**src/rtl/arb_pkg.sv**
```systemverilog
`default_nettype none
// ============================================================================
// Module   : arb_pkg
// Brief    : Shared arbiter types and helpers: FSM state encoding, a clog2
//            for pointer widths and an index rotate used to walk requesters
//            modulo N.
// Revision : 1.0 - initial release
// ============================================================================
package arb_pkg;

   // Two-state arbiter FSM; explicit 1-bit encoding
   typedef enum logic [0:0] {
      ARB_IDLE  = 1'b0,
      ARB_GRANT = 1'b1
   } arb_state_t;

   // Ceiling log2, never below 1 so a pointer always has at least one bit
   function automatic int unsigned arb_clog2(input int unsigned n);
      int unsigned r;
      r = 1;
      for (int i = 1; i < 32; i++) begin
         if ((32'd1 << i) < n) begin
            r = i + 1;
         end
      end
      return r;
   endfunction

   // Rotate an index forward by off positions in a ring of n entries.
   // Callers keep idx < n and off < n, so one conditional subtract suffices.
   function automatic int unsigned arb_rot_idx(input int unsigned idx,
                                               input int unsigned off,
                                               input int unsigned n);
      int unsigned s;
      s = idx + off;
      if (s >= n) begin
         s = s - n;
      end
      return s;
   endfunction

endpackage
`default_nettype wire

```
**src/rtl/arb_rr_pick.sv**
```systemverilog
`default_nettype none
// ============================================================================
// Module   : arb_rr_pick
// Brief    : Combinational round-robin picker. Finds the first set request
//            at or after i_ptr (wrapping) using a doubled request vector.
// Revision : 1.0 - initial release
// ============================================================================
module arb_rr_pick
   import arb_pkg::*;
#(
   parameter int N  = 8,
   parameter int PW = arb_clog2(N)
) (
   input  logic [N-1:0]  i_req,
   input  logic [PW-1:0] i_ptr,
   output logic [N-1:0]  o_pick,
   output logic [PW-1:0] o_pick_idx,
   output logic          o_valid
);

   logic [N-1:0]  w_rot;
   logic [PW-1:0] w_off;

   // Rotate requests so bit 0 is the pointer position, take the lowest set
   // bit, then map that offset back to an absolute requester index
   always_comb begin
      w_rot = N'({i_req, i_req} >> i_ptr);
      w_off = '0;
      for (int j = N - 1; j >= 0; j--) begin
         if (w_rot[j]) begin
            w_off = PW'(j);
         end
      end
      o_valid    = |i_req;
      o_pick_idx = PW'(arb_rot_idx(32'(i_ptr), 32'(w_off), N));
      o_pick     = o_valid ? (N'(1) << o_pick_idx) : '0;
   end

endmodule
`default_nettype wire

```
**src/rtl/arb_wrr_hold.sv**
```systemverilog
`default_nettype none
// ============================================================================
// Module   : arb_wrr_hold
// Brief    : Weighted round-robin arbiter with grant hold. A winner owns the
//            shared req/ack channel for up to its weight in beats, or until
//            it withdraws, then the pointer moves past it.
// Revision : 1.0 - initial release
// ============================================================================
module arb_wrr_hold
   import arb_pkg::*;
#(
   parameter int N = 8,
   parameter int W = 4
) (
   input  logic           clk,
   input  logic           rstn,
   input  logic [N-1:0]   req_i,
   input  logic [N*W-1:0] weight_i,
   output logic [N-1:0]   ack_i,
   output logic           req_o,
   input  logic           ack_o,
   output logic [N-1:0]   gnt_o,
   output logic           busy_o
);

   localparam int PW = arb_clog2(N);
   localparam logic [W-1:0] c_credit_one = W'(1);

   arb_state_t    r_state;
   logic [N-1:0]  r_gnt;
   logic [PW-1:0] r_gnt_idx;
   logic [PW-1:0] r_ptr;
   logic [W-1:0]  r_credit;

   logic [N-1:0]  w_pick;
   logic [PW-1:0] w_pick_idx;
   logic          w_pick_valid;
   logic [W-1:0]  w_weight_pick;
   logic [PW-1:0] w_ptr_next;
   logic          w_in_grant;
   logic          w_req_g;
   logic          w_beat;

   arb_rr_pick #(
      .N  (N),
      .PW (PW)
   ) u_pick (
      .i_req      (req_i),
      .i_ptr      (r_ptr),
      .o_pick     (w_pick),
      .o_pick_idx (w_pick_idx),
      .o_valid    (w_pick_valid)
   );

   // Weight field of the candidate winner, sampled only when a grant loads
   always_comb begin
      w_weight_pick = '0;
      for (int i = 0; i < N; i++) begin
         if (w_pick_idx == PW'(i)) begin
            w_weight_pick = weight_i[i*W +: W];
         end
      end
   end

   // Channel gating: only the granted requester reaches the shared resource
   always_comb begin
      w_in_grant = (r_state == ARB_GRANT);
      w_req_g    = |(req_i & r_gnt);
      w_beat     = w_in_grant & w_req_g & ack_o;
      w_ptr_next = PW'(arb_rot_idx(32'(r_gnt_idx), 32'd1, N));
      req_o      = w_in_grant & w_req_g;
      ack_i      = r_gnt & {N{w_beat}};
      busy_o     = w_in_grant;
      gnt_o      = r_gnt;
   end

   // FSM, grant register, pointer and burst credit
   always_ff @(posedge clk or negedge rstn) begin
      if (!rstn) begin
         r_state   <= ARB_IDLE;
         r_gnt     <= '0;
         r_gnt_idx <= '0;
         r_ptr     <= '0;
         r_credit  <= '0;
      end else begin
         case (r_state)
            ARB_IDLE: begin
               if (w_pick_valid) begin
                  r_state   <= ARB_GRANT;
                  r_gnt     <= w_pick;
                  r_gnt_idx <= w_pick_idx;
                  // A zero weight still earns one beat so nobody starves
                  r_credit  <= (w_weight_pick == '0) ? c_credit_one : w_weight_pick;
               end
            end
            ARB_GRANT: begin
               // Exit on withdrawal or on the beat that spends the last credit
               if (!w_req_g || (w_beat && (r_credit == c_credit_one))) begin
                  r_state <= ARB_IDLE;
                  r_gnt   <= '0;
                  r_ptr   <= w_ptr_next;
               end else if (w_beat) begin
                  r_credit <= r_credit - c_credit_one;
               end
            end
            default: begin
               r_state <= ARB_IDLE;
            end
         endcase
      end
   end

endmodule
`default_nettype wire

```
**config.mk**
```make
export PLATFORM = sky130hd
export DESIGN_NAME = arb_wrr_hold
export DESIGN_NICKNAME = d
export VERILOG_FILES = /design/src/rtl/arb_pkg.sv /design/src/rtl/arb_rr_pick.sv /design/src/rtl/arb_wrr_hold.sv
export SDC_FILE = /design/constraint.sdc
export NUM_CORES = 1
export LEC_CHECK = 0
export BUFFER_PORTS_ARGS = -buffer_cell sky130_fd_sc_hd__buf_2
export CORE_AREA = 10 10 75 77
export DETAILED_ROUTE_END_ITERATION = 8
export DIE_AREA = 0 0 85 87
export GPL_TIMING_DRIVEN = 0
export PLACE_DENSITY_LB_ADDON = 0.2
export SLEW_MARGIN = 10
export SYNTH_ARGS = -nofsm -noshare
export SYNTH_HDL_FRONTEND = slang
export SYNTH_HIERARCHICAL = 1
export SYNTH_SLANG_ARGS = --single-unit
```
**constraint.sdc**
```tcl
create_clock -name clk -period 4.5 [get_ports clk]
set_clock_uncertainty 0.1 [all_clocks]
set_input_delay 0.675 -clock clk [delete_from_list [all_inputs] [get_ports clk]]
set_output_delay 0.675 -clock clk [all_outputs]
set_load 0.05 [all_outputs]
```
# Word-level counts from Yosys, hierarchy flattened
# Index checks and enable logic that the tools add are counted.
dict set report totals {
  inputBits 43
  regBits 19
  elab_cells 71
}
dict set report op_classes {
  add_sub_neg 5
  n_reduce_logical 11
  n_bitwise 5
  n_eq_ne 12
  magnitude_cmp 2
  n_mux 29
  n_shift 2
}
# op count
set ops {}
lappend ops {{$mux W4} 12}
lappend ops {{$mux W3} 10}
lappend ops {{$and A8 B8 Y8} 2}
lappend ops {{$mux W8} 2}
lappend ops {{$pmux W8 S2} 1}
lappend ops {{$reduce_or A8 Y1} 2}
lappend ops {{$shr A16 B3 Y8} 1}
lappend ops {{$eq A3 B3 Y1 const B} 4}
lappend ops {{$ge A4 B4 Y1 const B} 2}
lappend ops {{$pmux W4 S2} 1}
lappend ops {{$shl A1 B3 Y8 const A} 1}
lappend ops {{$eq A3 B2 Y1 const B} 2}
lappend ops {{$ne A2 B1 Y1 const B} 3}
lappend ops {{$reduce_and A2 Y1} 3}
lappend ops {{$sub A3 B1 Y3 const B} 2}
lappend ops {{$add A3 B1 Y4 const B} 1}
lappend ops {{$add A3 B3 Y4} 1}
lappend ops {{$eq A4 B1 Y1 const B} 1}
lappend ops {{$logic_not A4 Y1} 1}
lappend ops {{$sub A4 B1 Y4 const B} 1}
lappend ops {{$eq A3 B1 Y1 const B} 1}
lappend ops {{$logic_not A3 Y1} 1}
lappend ops {{$reduce_and A3 Y1} 1}
lappend ops {{$and A1 B1 Y1} 2}
lappend ops {{7 further kinds} 8}

# Longest topological paths before layout
# Gate-level depths: netlist of the first run.
dict set report logic_depth {
  ltp_word 25
  depth_mapped 19
  depth_no_buf 16
}

# Hierarchy
# Netlist of the first run, hierarchy kept.
# mod seq_area_each_um2 cells_per_inst n_inst area_per_inst_um2
set by_module_without_submodules {}
lappend by_module_without_submodules {arb_wrr_hold 475.5 141 1 1268.7}
lappend by_module_without_submodules {arb_rr_pick 0.0 82 1 798.3}

# Worst setup path before layout of the first run
# No wires, ideal clock.
dict set report synth_path {
  path_type {input to register}
  start {input port req_i[4]}
  end {register r_credit[0]}
  setup_ps 134
  slack_ps 429
  t_arrival_ps 3837
  n_path_buf 1
  cell_stages 15
  path_cell_list {mux4_1 > nand2b_1 > a211oi_1 > a31oi_1 > nand2_1 > ha_1 > inv_1 > fa_1 > xor2_1 > xnor2_2 > clkbuf_1 > mux4_2 > mux2_2 > o21ai_0 > a31oi_1}
}
dict set report synth_via {
  elab_chain_len 25
  elab_cells_between_ends 45
  classes_between {add/sub: 2; order compare: 1; eq/ne: 10; shift: 1; mux: 20; bitwise: 3; reduce/logical: 8}
}
# item line_no
set synth_lines {}
lappend synth_lines {{start, declared} arb_wrr_hold.sv:17} ;# input logic [N-1:0] req_i,
lappend synth_lines {{$shr A16 B3 Y8 (*)} arb_rr_pick.sv:27} ;# w_rot = N'({i_req, i_req} >> i_ptr);
lappend synth_lines {{$mux W3 (7 in a row)} arb_rr_pick.sv:30} ;# if (w_rot[j]) begin
lappend synth_lines {{$mux W3 (*)} arb_rr_pick.sv:30}
lappend synth_lines {{$add A3 B3 Y4 (*)} arb_pkg.sv:35} ;# s = idx + off;
lappend synth_lines {{$ge A4 B4 Y1 or $sub A3 B1 Y3 (tied branches)} {arb_pkg.sv:36, arb_pkg.sv:37}}
lappend synth_lines {{$mux W3 (*)} arb_pkg.sv:36} ;# if (s >= n) begin
lappend synth_lines {{net w_pick_idx[2]} arb_wrr_hold.sv:36} ;# logic [PW-1:0] w_pick_idx;
lappend synth_lines {{$logic_not A3 Y1} arb_wrr_hold.sv:59} ;# if (w_pick_idx == PW'(i)) begin
lappend synth_lines {{$mux W4 (7 in a row)} arb_wrr_hold.sv:59}
lappend synth_lines {{$mux W4 (*)} arb_wrr_hold.sv:59}
lappend synth_lines {{$logic_not A4 Y1} arb_wrr_hold.sv:93} ;# r_credit <= (w_weight_pick == '0) ? c_credit_one : w_weight_pick;
lappend synth_lines {{$mux W4 (*)} arb_wrr_hold.sv:93}
lappend synth_lines {{$mux W4 (*)} arb_wrr_hold.sv:88} ;# if (w_pick_valid) begin
lappend synth_lines {{$pmux W4 S2 (*)} arb_wrr_hold.sv:86} ;# case (r_state)
lappend synth_lines {{end signal, assigned} arb_wrr_hold.sv:93}
lappend synth_lines {{end signal, assigned} arb_wrr_hold.sv:103} ;# r_credit <= r_credit - c_credit_one;
lappend synth_lines {{end, declared} arb_wrr_hold.sv:33} ;# logic [W-1:0] r_credit;
# The timed path passes the listed nets; every way through them passes the cells marked *. The select of a mux whose other input is x is not followed.
# A chain may end at the register's enable or synchronous reset.

# Final worst setup path of the first run
dict set report layout_path {
  start {register r_ptr[1]}
  end {register r_credit[0]}
}
dict set report layout_via {
  elab_chain_len 25
  elab_cells_between_ends 33
  classes_between {add/sub: 2; order compare: 1; eq/ne: 7; shift: 1; mux: 20; reduce/logical: 2}
}
# item line_no
set layout_lines {}
lappend layout_lines {{start, declared} arb_wrr_hold.sv:32} ;# logic [PW-1:0] r_ptr;
lappend layout_lines {{start signal, assigned} arb_wrr_hold.sv:101} ;# r_ptr <= w_ptr_next;
lappend layout_lines {{$shr A16 B3 Y8} arb_rr_pick.sv:27}
lappend layout_lines {{$mux W3 (8 in a row)} arb_rr_pick.sv:30}
lappend layout_lines {{$add A3 B3 Y4 (*)} arb_pkg.sv:35}
lappend layout_lines {{$ge A4 B4 Y1 or $sub A3 B1 Y3 (tied branches)} {arb_pkg.sv:36, arb_pkg.sv:37}}
lappend layout_lines {{$mux W3 (*)} arb_pkg.sv:36}
lappend layout_lines {{net w_pick_idx[1]} arb_wrr_hold.sv:36}
lappend layout_lines {{$logic_not A3 Y1} arb_wrr_hold.sv:59}
lappend layout_lines {{$mux W4 (7 in a row)} arb_wrr_hold.sv:59}
lappend layout_lines {{$mux W4 (*)} arb_wrr_hold.sv:59}
lappend layout_lines {{$logic_not A4 Y1} arb_wrr_hold.sv:93}
lappend layout_lines {{$mux W4 (*)} arb_wrr_hold.sv:93}
lappend layout_lines {{$mux W4 (*)} arb_wrr_hold.sv:88}
lappend layout_lines {{$pmux W4 S2 (*)} arb_wrr_hold.sv:86}
# Marks and branches as above.

==> impl_metrics.py, run 1 <==
metrics = {
    "setup_path": {
        "worst-endpoint-required_ns": 4.53,
        "cp_data_arrival_time_ns": 4.29,
        "r2r_slack_ns": 0.24,
        "start_kind": "flop",
        "endpoint_kind": "flop",
        "crit_type": "reg2reg",
        "cp_max_fo": 10,
    },
    "grt": {
        "grt_max_degree": 20,
        "grt_antenna_before_repair": 0,
        "grt_pass1_wl_mm": 9.47,
        "grt.total_usage": 0.149,
        "grt_pass1_vias": 2061,
        "overflow": 0,
    },
    "detailed_routing": {
        "drt_iter0_markers": 111,
        "finalWirelength_mm": 5.50,
        "drt-wirelength-per-cell_um": 16.1,
        "vias": 2009,
        "viasPerCell": 5.89,
        "drc": 0,
        "postRouteAntennaNets": 0,
        "first_pass_iters": 4,
    },
    "timing": {
        "period_needed_ns": 4.26,
        "setup_viol_count_final": 0,
        "slew_headroom": 0.717,
        "min_period_over_period": 0.946,
        "worst-slew-pin-transition_ns": 0.421,
        "setup_ws_ns": 0.244,
        "hold_viol": 0,
        "slew_violations": 0,
        "fmax_ghz": 0.235,
    },
    "power_and_ir_drop": {
        "ir_worst_vdd_mv": 0.591,
        "power.density_nw_per_um2": 973,
        "leakagePower_nw": 1.20,
    },
    "synth": {
        "synth_nets": 271,
        "ys_seq_elements": 19,
        "synth_top_cell_by_area": "dfrtp_1",
        "yosys_warnings": 6,
        "netlist_area_um2": 2070,
        "syn_avg_cell_area_um2": 9.27,
        "seq_area_frac_synth": 0.230,
        "synth_area_leaders": "dfrtp_1 23%, mux4_2 11%, mux4_1 7.6%",
        "syn-instance-count": 223,
        "yosysTopAreaCellShare": 0.230,
        "yosysUniqueCellTypes": 51,
    },
    "clock_network": {
        "cts_tree": "yes",
        "cts_buffer_depth": 2,
        "cts_buffers": 3,
        "clockRootBuffer": "clkbuf_8",
        "cts_max_level": 1,
        "clk_pin_slew_ns": 0.07,
        "cts_hold_buf": 0,
        "clock_sinks": 19,
        "insertion_delay_ns": 0.25,
    },
    "floorplanning": {
        "rows": 24,
        "start_util": 0.488,
        "die_w_um": 85,
        "ios": 61,
        "fp.dieH_um": 87,
        "core_um2": 4230,
        "dieArea_um2": 7400,
    },
    "flow_run": {
        "maxCapViolations": 0,
    },
    "cells_and_area": {
        "diodes": 0,
        "final_core_util": 0.594,
        "drive_gt1_frac": 0.356,
        "final_common_cell": "buf_2",
        "nNetsFinal": 338,
        "syn_to_final_growth_pct": 21.6,
        "stdcell_area_um2": 2510,
        "layout_common_cells": "64 x buf_2, 26 x nand2_1, 19 x dfrtp_1",
    },
    "run_status": {
        "outcome": "complete, no violations",
    },
    "hold_path": {
        "hp-class": "in2async",
    },
    "place": {
        "pre_cts_slack_ns": -0.182,
        "port_buffers": 60,
        "routabilityCongestion": 0.830,
        "dpl.hpwl_mm": 4.39,
        "place_area_um2": 2430,
    },
}
registers in the layout (all words and copies together) (netlist names):
signal and flops:
r_gnt_idx 3, busy_o 1, r_credit 4, gnt_o 8
r_ptr 3
through the flow:
stage	hold WS [ns]	instances	total power, mW	TNS, ns
4_1_cts	0.261	339	2.37	0
3_3_place_gp	0.371	335	2.17	-0.282
6_report	0.248	341	2.45	0
2_1_floorplan	0.279	223	1.82	0
5_1_grt	0.267	341	2.69	-0.0112
3_5_place_dp	0.376	335	2.20	-0.391
kinds of logic (layout without fill, tap and decap cells):
logic type | Yosys count | in the layout | share of synthesized area
simple gates | 89 | 89 | 0.227
compound gates | 47 | 47 | 0.149
mux | 36 | 36 | 0.289
buf+inv | 24 | 90 | 0.0545
flops | 19 | 19 | 0.230
fa+ha+maj | 5 | 5 | 0.0339
xor+xnor | 3 | 3 | 0.0163
per-layer routing:
layer | wire (µm) | share of wire | GRT usage | vias to the layer above
met5 | 0 | 0 | 0 | -
met2 | 2470 | 0.45 | 0.230 | 75
met4 | 49 | 0.0089 | 0.0374 | 0
li1 | - | - | - | 960
met3 | 547 | 0.099 | 0.0609 | 6
met1 | 2430 | 0.44 | 0.190 | 968
repair_timing:
item                       4_1_cts  5_1_grt
setup endpoints to repair        2        4
pin swaps                        0        2
setup buffers                    0        2
resized for setup                3        7
critical path: stages, from the launching register on:
cell	delay, ns
dfrtp_1	0.39
buf_6	0.15
clkbuf_4	0.19
and2_1	0.18
o21a_1	0.17
mux4_2	0.45
a211o_1	0.26
o21ai_0	0.08
nand2_1	0.10
ha_1	0.19
inv_1	0.08
fa_2	0.46
inv_2	0.11
buf_4	0.17
mux4_2	0.51
mux2_2	0.28
o21ai_0	0.15
a31oi_1	0.09
path summary, 6_finish.rpt:
kind / cells after the start / endpoint / start
hold reg to reg: 1 / r_ptr[0]$_DFFE_PN0P_ / r_gnt_idx[0]$_DFFE_PN0P_
hold / removal: 1 / gnt_o[3]$_DFFE_PN0P_ / rstn
setup / recovery: 17 / r_credit[0]$_DFFE_PN0P_ / r_ptr[1]$_DFFE_PN0P_
setup reg to reg: 17 / r_credit[0]$_DFFE_PN0P_ / r_ptr[1]$_DFFE_PN0P_
min in group clk: 1 / r_ptr[0]$_DFFE_PN0P_ / r_gnt_idx[0]$_DFFE_PN0P_
max in group asynchronous: 1 / busy_o$_DFF_PN0_ / rstn
synthesized netlist by cell type (all sizes together):
master	instances
and4	2
a22o	1
a41o	1
nor4	2
a31oi	2
nor2	17
a311o	1
or3b	1
ha	4
mux2	6
nand3b	3
a21o	2
a22oi	5
xor2	1
a211oi	2
a21boi	1
nor3	6
xnor2	2
or3	1
dfrtp	19
a221oi	1
mux2i	14
nor2b	3
clkbuf	5
fa	1
o21ai	17
nand2b	4
inv	10
and3	1
o21a	2
nor4b	2
o22ai	1
nand2	26
or2	1
and2	13
nand4	2
nor3b	4
a211o	1
mux4	16
a21oi	10
and3b	1
buf	9
cell type report:
cell class | count | area (µm²)
multi-input cells | 180 | 1490
inverters | 10 | 37.5
flip-flops and latches | 19 | 475
clock buffers | 4 | 45.0
well taps | 52 | 65.1
repair buffers | 62 | 315
plain buffers | 14 | 87.6
fillers | 379 | 1720
power breakdown:
part           total (mW)  switching [mW]  internal, mW
clock network       0.118          0.0547        0.0629
logic                2.02            1.08         0.939
registers           0.305          0.0616         0.244
Note: power is estimated with default switching activity, not from simulation.
==> inputs of run 2 (changes only) <==
--- a/config.mk
+++ b/config.mk
@@ -10,7 +10,7 @@
 export DETAILED_ROUTE_END_ITERATION = 8
 export DIE_AREA = 0 0 85 87
 export GPL_TIMING_DRIVEN = 0
-export PLACE_DENSITY_LB_ADDON = 0.2
+export PLACE_DENSITY_LB_ADDON = 0.25
 export SLEW_MARGIN = 10
 export SYNTH_ARGS = -nofsm -noshare
 export SYNTH_HDL_FRONTEND = slang
==> run 2 against run 1 <==
Compared with the run above: power down 0.83%; maximum frequency up 0.39%; register-to-register slack better by 0.02 ns; clock-buffer cell count down 1; critical path depth up 2; critical endpoint is now r_credit[3]$_DFFE_PN0P_.
==> impl_metrics.py, run 2 (synthesis gave the netlist of run 1 again) <==
metrics = {
    "detailed_routing": {
        "postRouteAntennaNets": 0,
        "drt-wirelength-per-cell_um": 16.4,
        "finalWirelength_mm": 5.58,
        "wl_met1_mm": 2.43,
        "vias": 1995,
        "drc": 0,
        "wl_met3_um": 514,
        "first_pass_iters": 4,
        "top_layer": "met4",
        "drt_iter0_markers": 119,
        "met2_length_mm": 2.61,
        "viasPerCell": 5.87,
    },
    "floorplanning": {
        "fp.dieH_um": 87,
        "dieArea_um2": 7400,
        "start_util": 0.488,
        "rows": 24,
        "die_w_um": 85,
        "core_um2": 4230,
        "ios": 61,
    },
    "clock_network": {
        "clock_sinks": 19,
        "clk_pin_slew_ns": 0.07,
        "cts_hold_buf": 0,
        "insertion_delay_ns": 0.26,
        "cts_buffers": 3,
        "cts_tree": "yes",
        "cts_buffer_depth": 2,
        "cts_max_level": 1,
        "clockRootBuffer": "clkbuf_8",
    },
    "cells_and_area": {
        "drive_gt1_frac": 0.365,
        "largest_register_ffs": 8,
        "n_fill_cell": 377,
        "regArea_um2": 475,
        "stdcell_area_um2": 2520,
        "final_common_cell": "buf_2",
        "multiInputGateArea_um2": 1500,
        "diodes": 0,
        "syn_to_final_growth_pct": 22.1,
        "nNetsFinal": 337,
        "layout_common_cells": "63 x buf_2, 26 x nand2_1, 19 x dfrtp_1",
    },
    "power_and_ir_drop": {
        "clock_power_share": 0.049,
        "p_switching_mw": 1.20,
        "ir_worst_vdd_mv": 0.853,
        "internal-power_mw": 1.23,
        "switching_share": 0.494,
        "p_seq_frac": 0.126,
        "finalPower_mw": 2.42,
        "leakagePower_nw": 1.19,
        "power.density_nw_per_um2": 961,
        "p_comb_frac": 0.825,
    },
    "setup_path": {
        "cp_data_arrival_time_ns": 4.29,
        "r2r_slack_ns": 0.26,
        "crit_type": "reg2reg",
        "worst_path_largest_cell_delay_ns": 0.49,
        "r2r-start": "r_ptr[1]$_DFFE_PN0P_",
        "path_delay_family": "compound AO/OA/AOI/OAI gates",
        "crit_slowest_cell": "fa_2",
        "cp_num_buf_inv": 6,
        "cp_max_fo": 10,
        "rr_endpoint": "r_credit[3]$_DFFE_PN0P_",
        "endpoint_kind": "flop",
        "start_kind": "flop",
        "worst-endpoint-required_ns": 4.55,
        "reg2reg_depth": 19,
        "timing.critical_path.cells": "buf_6 > buf_6 > and2_1 > o21a_1 > mux4_2 > a211o_1 > o21ai_0 > nand2_1 > ha_1 > inv_1 > fa_2 > inv_2 > buf_4 > buf_4 > nor3b_1 > a21oi_1 > o22ai_2 > nor2_1 > a311o_1",
    },
    "place": {
        "port_buffers": 60,
        "dpl.hpwl_mm": 4.40,
        "routabilityCongestion": 0.849,
        "place_area_um2": 2430,
    },
    "timing": {
        "worst-slew-pin-transition_ns": 0.439,
        "slew_headroom": 0.707,
        "period_needed_ns": 4.24,
        "hold_viol": 0,
        "fmax_ghz": 0.236,
        "slew_violations": 0,
        "whs_ns": 0.252,
        "min_period_over_period": 0.942,
        "setup_viol_count_final": 0,
    },
    "grt": {
        "overflow": 0,
        "grt_antenna_before_repair": 0,
        "grt.total_usage": 0.153,
        "grt_pass1_vias": 2168,
        "grt_pass1_wl_mm": 9.78,
        "grt_max_degree": 20,
    },
    "hold_path": {
        "hp-class": "in2async",
    },
    "flow_run": {
        "maxCapViolations": 0,
    },
    "run_status": {
        "outcome": "complete, no violations",
    },
}
-- run 2: area by class of cell --
class | count | share of cell area
tap | 52 | 0.0258
clock inverter | 1 | 0.00198
sequential | 19 | 0.188
timing repair buffer | 61 | 0.122
inverter | 10 | 0.0149
buffer | 14 | 0.0347
multi-input combinational | 180 | 0.596
clock buffer | 3 | 0.0164
-- run 2: worst register-to-register path, stage by stage, from the launching register on --
cell	delay (ns)
dfrtp_1	0.39
buf_6	0.16
buf_6	0.15
and2_1	0.17
o21a_1	0.18
mux4_2	0.46
a211o_1	0.26
o21ai_0	0.08
nand2_1	0.11
ha_1	0.19
inv_1	0.06
fa_2	0.49
inv_2	0.12
buf_4	0.17
buf_4	0.19
nor3b_1	0.22
a21oi_1	0.08
o22ai_2	0.18
nor2_1	0.07
a311o_1	0.31
-- run 2: how the worst max path moves through the flow --
stage,start,end,slack [ns],cells past startpoint
floorplan,req_i[4],r_credit[0]$_DFFE_PN0P_,0.43,15
global placement,req_i[4],r_credit[0]$_DFFE_PN0P_,-0.13,16
detailed placement,req_i[4],r_credit[0]$_DFFE_PN0P_,-0.19,16
CTS,r_ptr[1]$_DFFE_PN0P_,r_credit[0]$_DFFE_PN0P_,0.04,17
global route,r_ptr[1]$_DFFE_PN0P_,r_credit[0]$_DFFE_PN0P_,-0.0005,18
finish,r_ptr[1]$_DFFE_PN0P_,r_credit[3]$_DFFE_PN0P_,0.26,19
-- run 2: stage by stage --
step	setup WS, ns	TNS (ns)	utilization	instances
2_1_floorplan	0.429	0	-	223
6_report	0.261	0	0.596	340
3_3_place_gp	-0.131	-0.258	0.574	335
4_1_cts	0.0359	0	0.588	339
5_1_grt	-0.000467	-0.000467	0.596	340
3_5_place_dp	-0.193	-0.382	0.574	335
-- run 2: power groups by stage --
| stage | combinational [mW] | clock (mW) | sequential [mW] |
|---|---|---|---|
| after floorplan | 1.47 | 0 | 0.350 |
| after global placement | 1.86 | 0 | 0.308 |
| after detailed placement | 1.89 | 0 | 0.309 |
| after CTS | 1.94 | 0.122 | 0.306 |
| after global routing | 2.23 | 0.130 | 0.319 |
| final | 2.00 | 0.119 | 0.305 |
-- run 2: repair_timing --
item	CTS	global route
setup buffers	0	1
hold endpoints to repair	0	0
gates resized for setup	3	10
endpoints found under the setup margin	2	4
pin swaps	0	1
-- run 2: metal layers --
metal,up-vias,GRT usage
li1,962,-
met1,950,0.191
met2,81,0.255
met3,2,0.0534
met4,0,0.0210
met5,-,0
==> inputs of run 3 (changes only) <==
--- a/config.mk
+++ b/config.mk
@@ -6,9 +6,10 @@
 export NUM_CORES = 1
 export LEC_CHECK = 0
 export BUFFER_PORTS_ARGS = -buffer_cell sky130_fd_sc_hd__buf_2
-export CORE_AREA = 10 10 75 77
+export CORE_AREA = 10 10 74 76
+export CTS_CLUSTER_DIAMETER = 30
 export DETAILED_ROUTE_END_ITERATION = 8
-export DIE_AREA = 0 0 85 87
+export DIE_AREA = 0 0 84 86
 export GPL_TIMING_DRIVEN = 0
 export PLACE_DENSITY_LB_ADDON = 0.25
 export SLEW_MARGIN = 10
==> run 3 against run 2 <==
Compared with the run above: clock-buffer cell count rose by 1; register-to-register slack got worse by 0.10 ns; maximum frequency fell by 2.3%; global-route usage fell by 0.092 points; critical path depth fell by 2; largest power group unchanged; worst setup slack got worse by 0.10 ns; worst hold slack got worse by 0.0012 ns; core utilization rose by 3.8 points; wire length fell by 2.0%; combinational power barely moved; critical path type unchanged.
==> impl_metrics.py, run 3 (synthesis gave the netlist of run 1 again) <==
metrics = {
    "run_status": {
        "outcome": "complete, no violations",
    },
    "power_and_ir_drop": {
        "finalPower_mw": 2.45,
        "ir_worst_vdd_mv": 0.857,
        "p_seq_frac": 0.125,
        "leakagePower_nw": 1.20,
        "internal-power_mw": 1.25,
        "clock_power_share": 0.048,
        "p_switching_mw": 1.19,
        "switching_share": 0.487,
        "p_comb_frac": 0.827,
        "power.density_nw_per_um2": 971,
    },
    "timing": {
        "slew_violations": 0,
        "setup_viol_count_final": 0,
        "period_needed_ns": 4.34,
        "slew_headroom": 0.684,
        "worst-slew-pin-transition_ns": 0.474,
        "fmax_ghz": 0.230,
        "hold_viol": 0,
        "min_period_over_period": 0.964,
    },
    "cells_and_area": {
        "multiInputGateArea_um2": 1490,
        "syn_to_final_growth_pct": 21.9,
        "final_common_cell": "buf_2",
        "drive_gt1_frac": 0.362,
        "finalNonFillerCells": 340,
        "nNetsFinal": 339,
        "diodes": 0,
        "regArea_um2": 475,
        "n_fill_cell": 354,
        "layout_common_cells": "63 x buf_2, 26 x nand2_1, 19 x dfrtp_1",
        "largest_register_ffs": 8,
    },
    "grt": {
        "overflow": 0,
        "grt_pass1_vias": 2042,
        "grt_max_degree": 20,
        "grt_antenna_before_repair": 0,
        "grt_pass1_wl_mm": 9.44,
        "grt.total_usage": 0.152,
    },
    "detailed_routing": {
        "first_pass_iters": 4,
        "drt-wirelength-per-cell_um": 16.1,
        "vias": 1982,
        "finalWirelength_mm": 5.47,
        "drt_iter0_markers": 96,
        "viasPerCell": 5.83,
        "drc": 0,
        "postRouteAntennaNets": 0,
    },
    "flow_run": {
        "maxCapViolations": 0,
    },
    "setup_path": {
        "worst-endpoint-required_ns": 4.53,
        "timing.critical_path.cells": "buf_6 > clkbuf_4 > mux2i_1 > nor3_1 > mux4_2 > a211o_1 > o21ai_0 > nand2_1 > ha_1 > inv_1 > fa_2 > inv_2 > clkbuf_4 > mux4_2 > mux2_2 > o21ai_0 > a31oi_1",
        "start_kind": "flop",
        "worst_path_largest_cell_delay_ns": 0.50,
        "r2r-start": "r_ptr[1]$_DFFE_PN0P_",
        "critPathLaunch": "r_ptr[1]$_DFFE_PN0P_",
        "crit_slowest_cell": "fa_2",
        "worstSetupEndpoint": "r_credit[0]$_DFFE_PN0P_",
        "endpoint_kind": "flop",
        "crit_type": "reg2reg",
        "cp_max_fo": 10,
        "cp_data_arrival_time_ns": 4.37,
        "reg2reg_depth": 17,
        "rr_endpoint": "r_credit[0]$_DFFE_PN0P_",
        "r2r_slack_ns": 0.16,
    },
    "clock_network": {
        "insertion_delay_ns": 0.25,
        "cts_hold_buf": 0,
        "cts_max_level": 1,
        "clockRootBuffer": "clkbuf_8",
        "cts_buffer_depth": 2,
        "clock_sinks": 19,
        "cts_tree": "yes",
        "cts_buffers": 3,
        "clk_pin_slew_ns": 0.07,
    },
    "place": {
        "routabilityCongestion": 0.826,
        "dp_cells": 333,
        "port_buffers": 60,
        "dpl.hpwl_mm": 4.37,
    },
    "floorplanning": {
        "rows": 23,
        "start_util": 0.520,
        "dieArea_um2": 7220,
        "core_um2": 3970,
        "die_w_um": 84,
        "fp.dieH_um": 86,
        "ios": 61,
    },
    "hold_path": {
        "hp-class": "in2async",
    },
}
run 3: metal layers:
| layer | track usage | part of all wire |
|---|---|---|
| met2 | 0.270 | 0.50 |
| met4 | 0.0487 | 0.013 |
| met5 | 0 | 0 |
| met3 | 0.0331 | 0.056 |
| met1 | 0.178 | 0.43 |
run 3: cell type report:
cell class,count,share of cell area
buffer,14,0.0333
clock buffer,4,0.0179
inverter,10,0.0149
multi-input combinational,180,0.592
sequential,19,0.189
tap,50,0.0248
timing repair buffer,63,0.128
run 3: how the worst min path moves through the flow:
stage,start,endpoint,depth (start not counted),slack [ns]
global route,rstn,gnt_o[6]$_DFFE_PN0P_,1,0.28
global placement,r_gnt_idx[1]$_DFFE_PN0P_,r_gnt_idx[1]$_DFFE_PN0P_,2,0.37
floorplan,rstn,busy_o$_DFF_PN0_,0,0.28
finish,rstn,gnt_o[4]$_DFFE_PN0P_,1,0.25
detailed placement,r_gnt_idx[1]$_DFFE_PN0P_,r_gnt_idx[1]$_DFFE_PN0P_,2,0.37
CTS,rstn,gnt_o[6]$_DFFE_PN0P_,1,0.27
run 3: power groups by stage:
stage               Combinational (mW)  Clock (mW)  Sequential (mW)
floorplan                         1.47           0            0.350
global placement                  1.85           0            0.308
detailed placement                1.88           0            0.308
CTS                               1.91       0.121            0.305
global route                      2.22       0.129            0.317
finish                            2.02       0.117            0.306
run 3: stage by stage:
stage / hold slack (ns) / util / setup WS [ns] / area, µm² / setup TNS (ns)
floorplan: 0.279 / - / 0.429 / 2070 / 0
global placement: 0.368 / 0.612 / -0.157 / 2430 / -0.215
detailed placement: 0.369 / 0.612 / -0.197 / 2430 / -0.357
CTS: 0.266 / 0.625 / 0.0535 / 2480 / 0
global route: 0.282 / 0.634 / -0.0478 / 2520 / -0.0918
finish: 0.251 / 0.634 / 0.160 / 2520 / 0
run 3: critical path, delay by kind of cell, from the launching register on:
| kind | cells | cell delay [ns] |
|---|---|---|
| AO/OA/AOI/OAI | 4 | 0.57 |
| buffers and inverters | 5 | 0.76 |
| multiplexers | 4 | 1.55 |
| flip-flops | 1 | 0.37 |
| adder cells (fa/ha/maj) | 2 | 0.70 |
| AND/OR/NAND/NOR | 2 | 0.17 |
run 3: what timing repair did:
item / 4_1_cts / 5_1_grt
endpoints found under the setup margin: 2 / 3
setup buffers: 0 / 3
gates resized for setup: 2 / 7
endpoints found under the hold margin: 0 / 0
pin swaps: 0 / 2
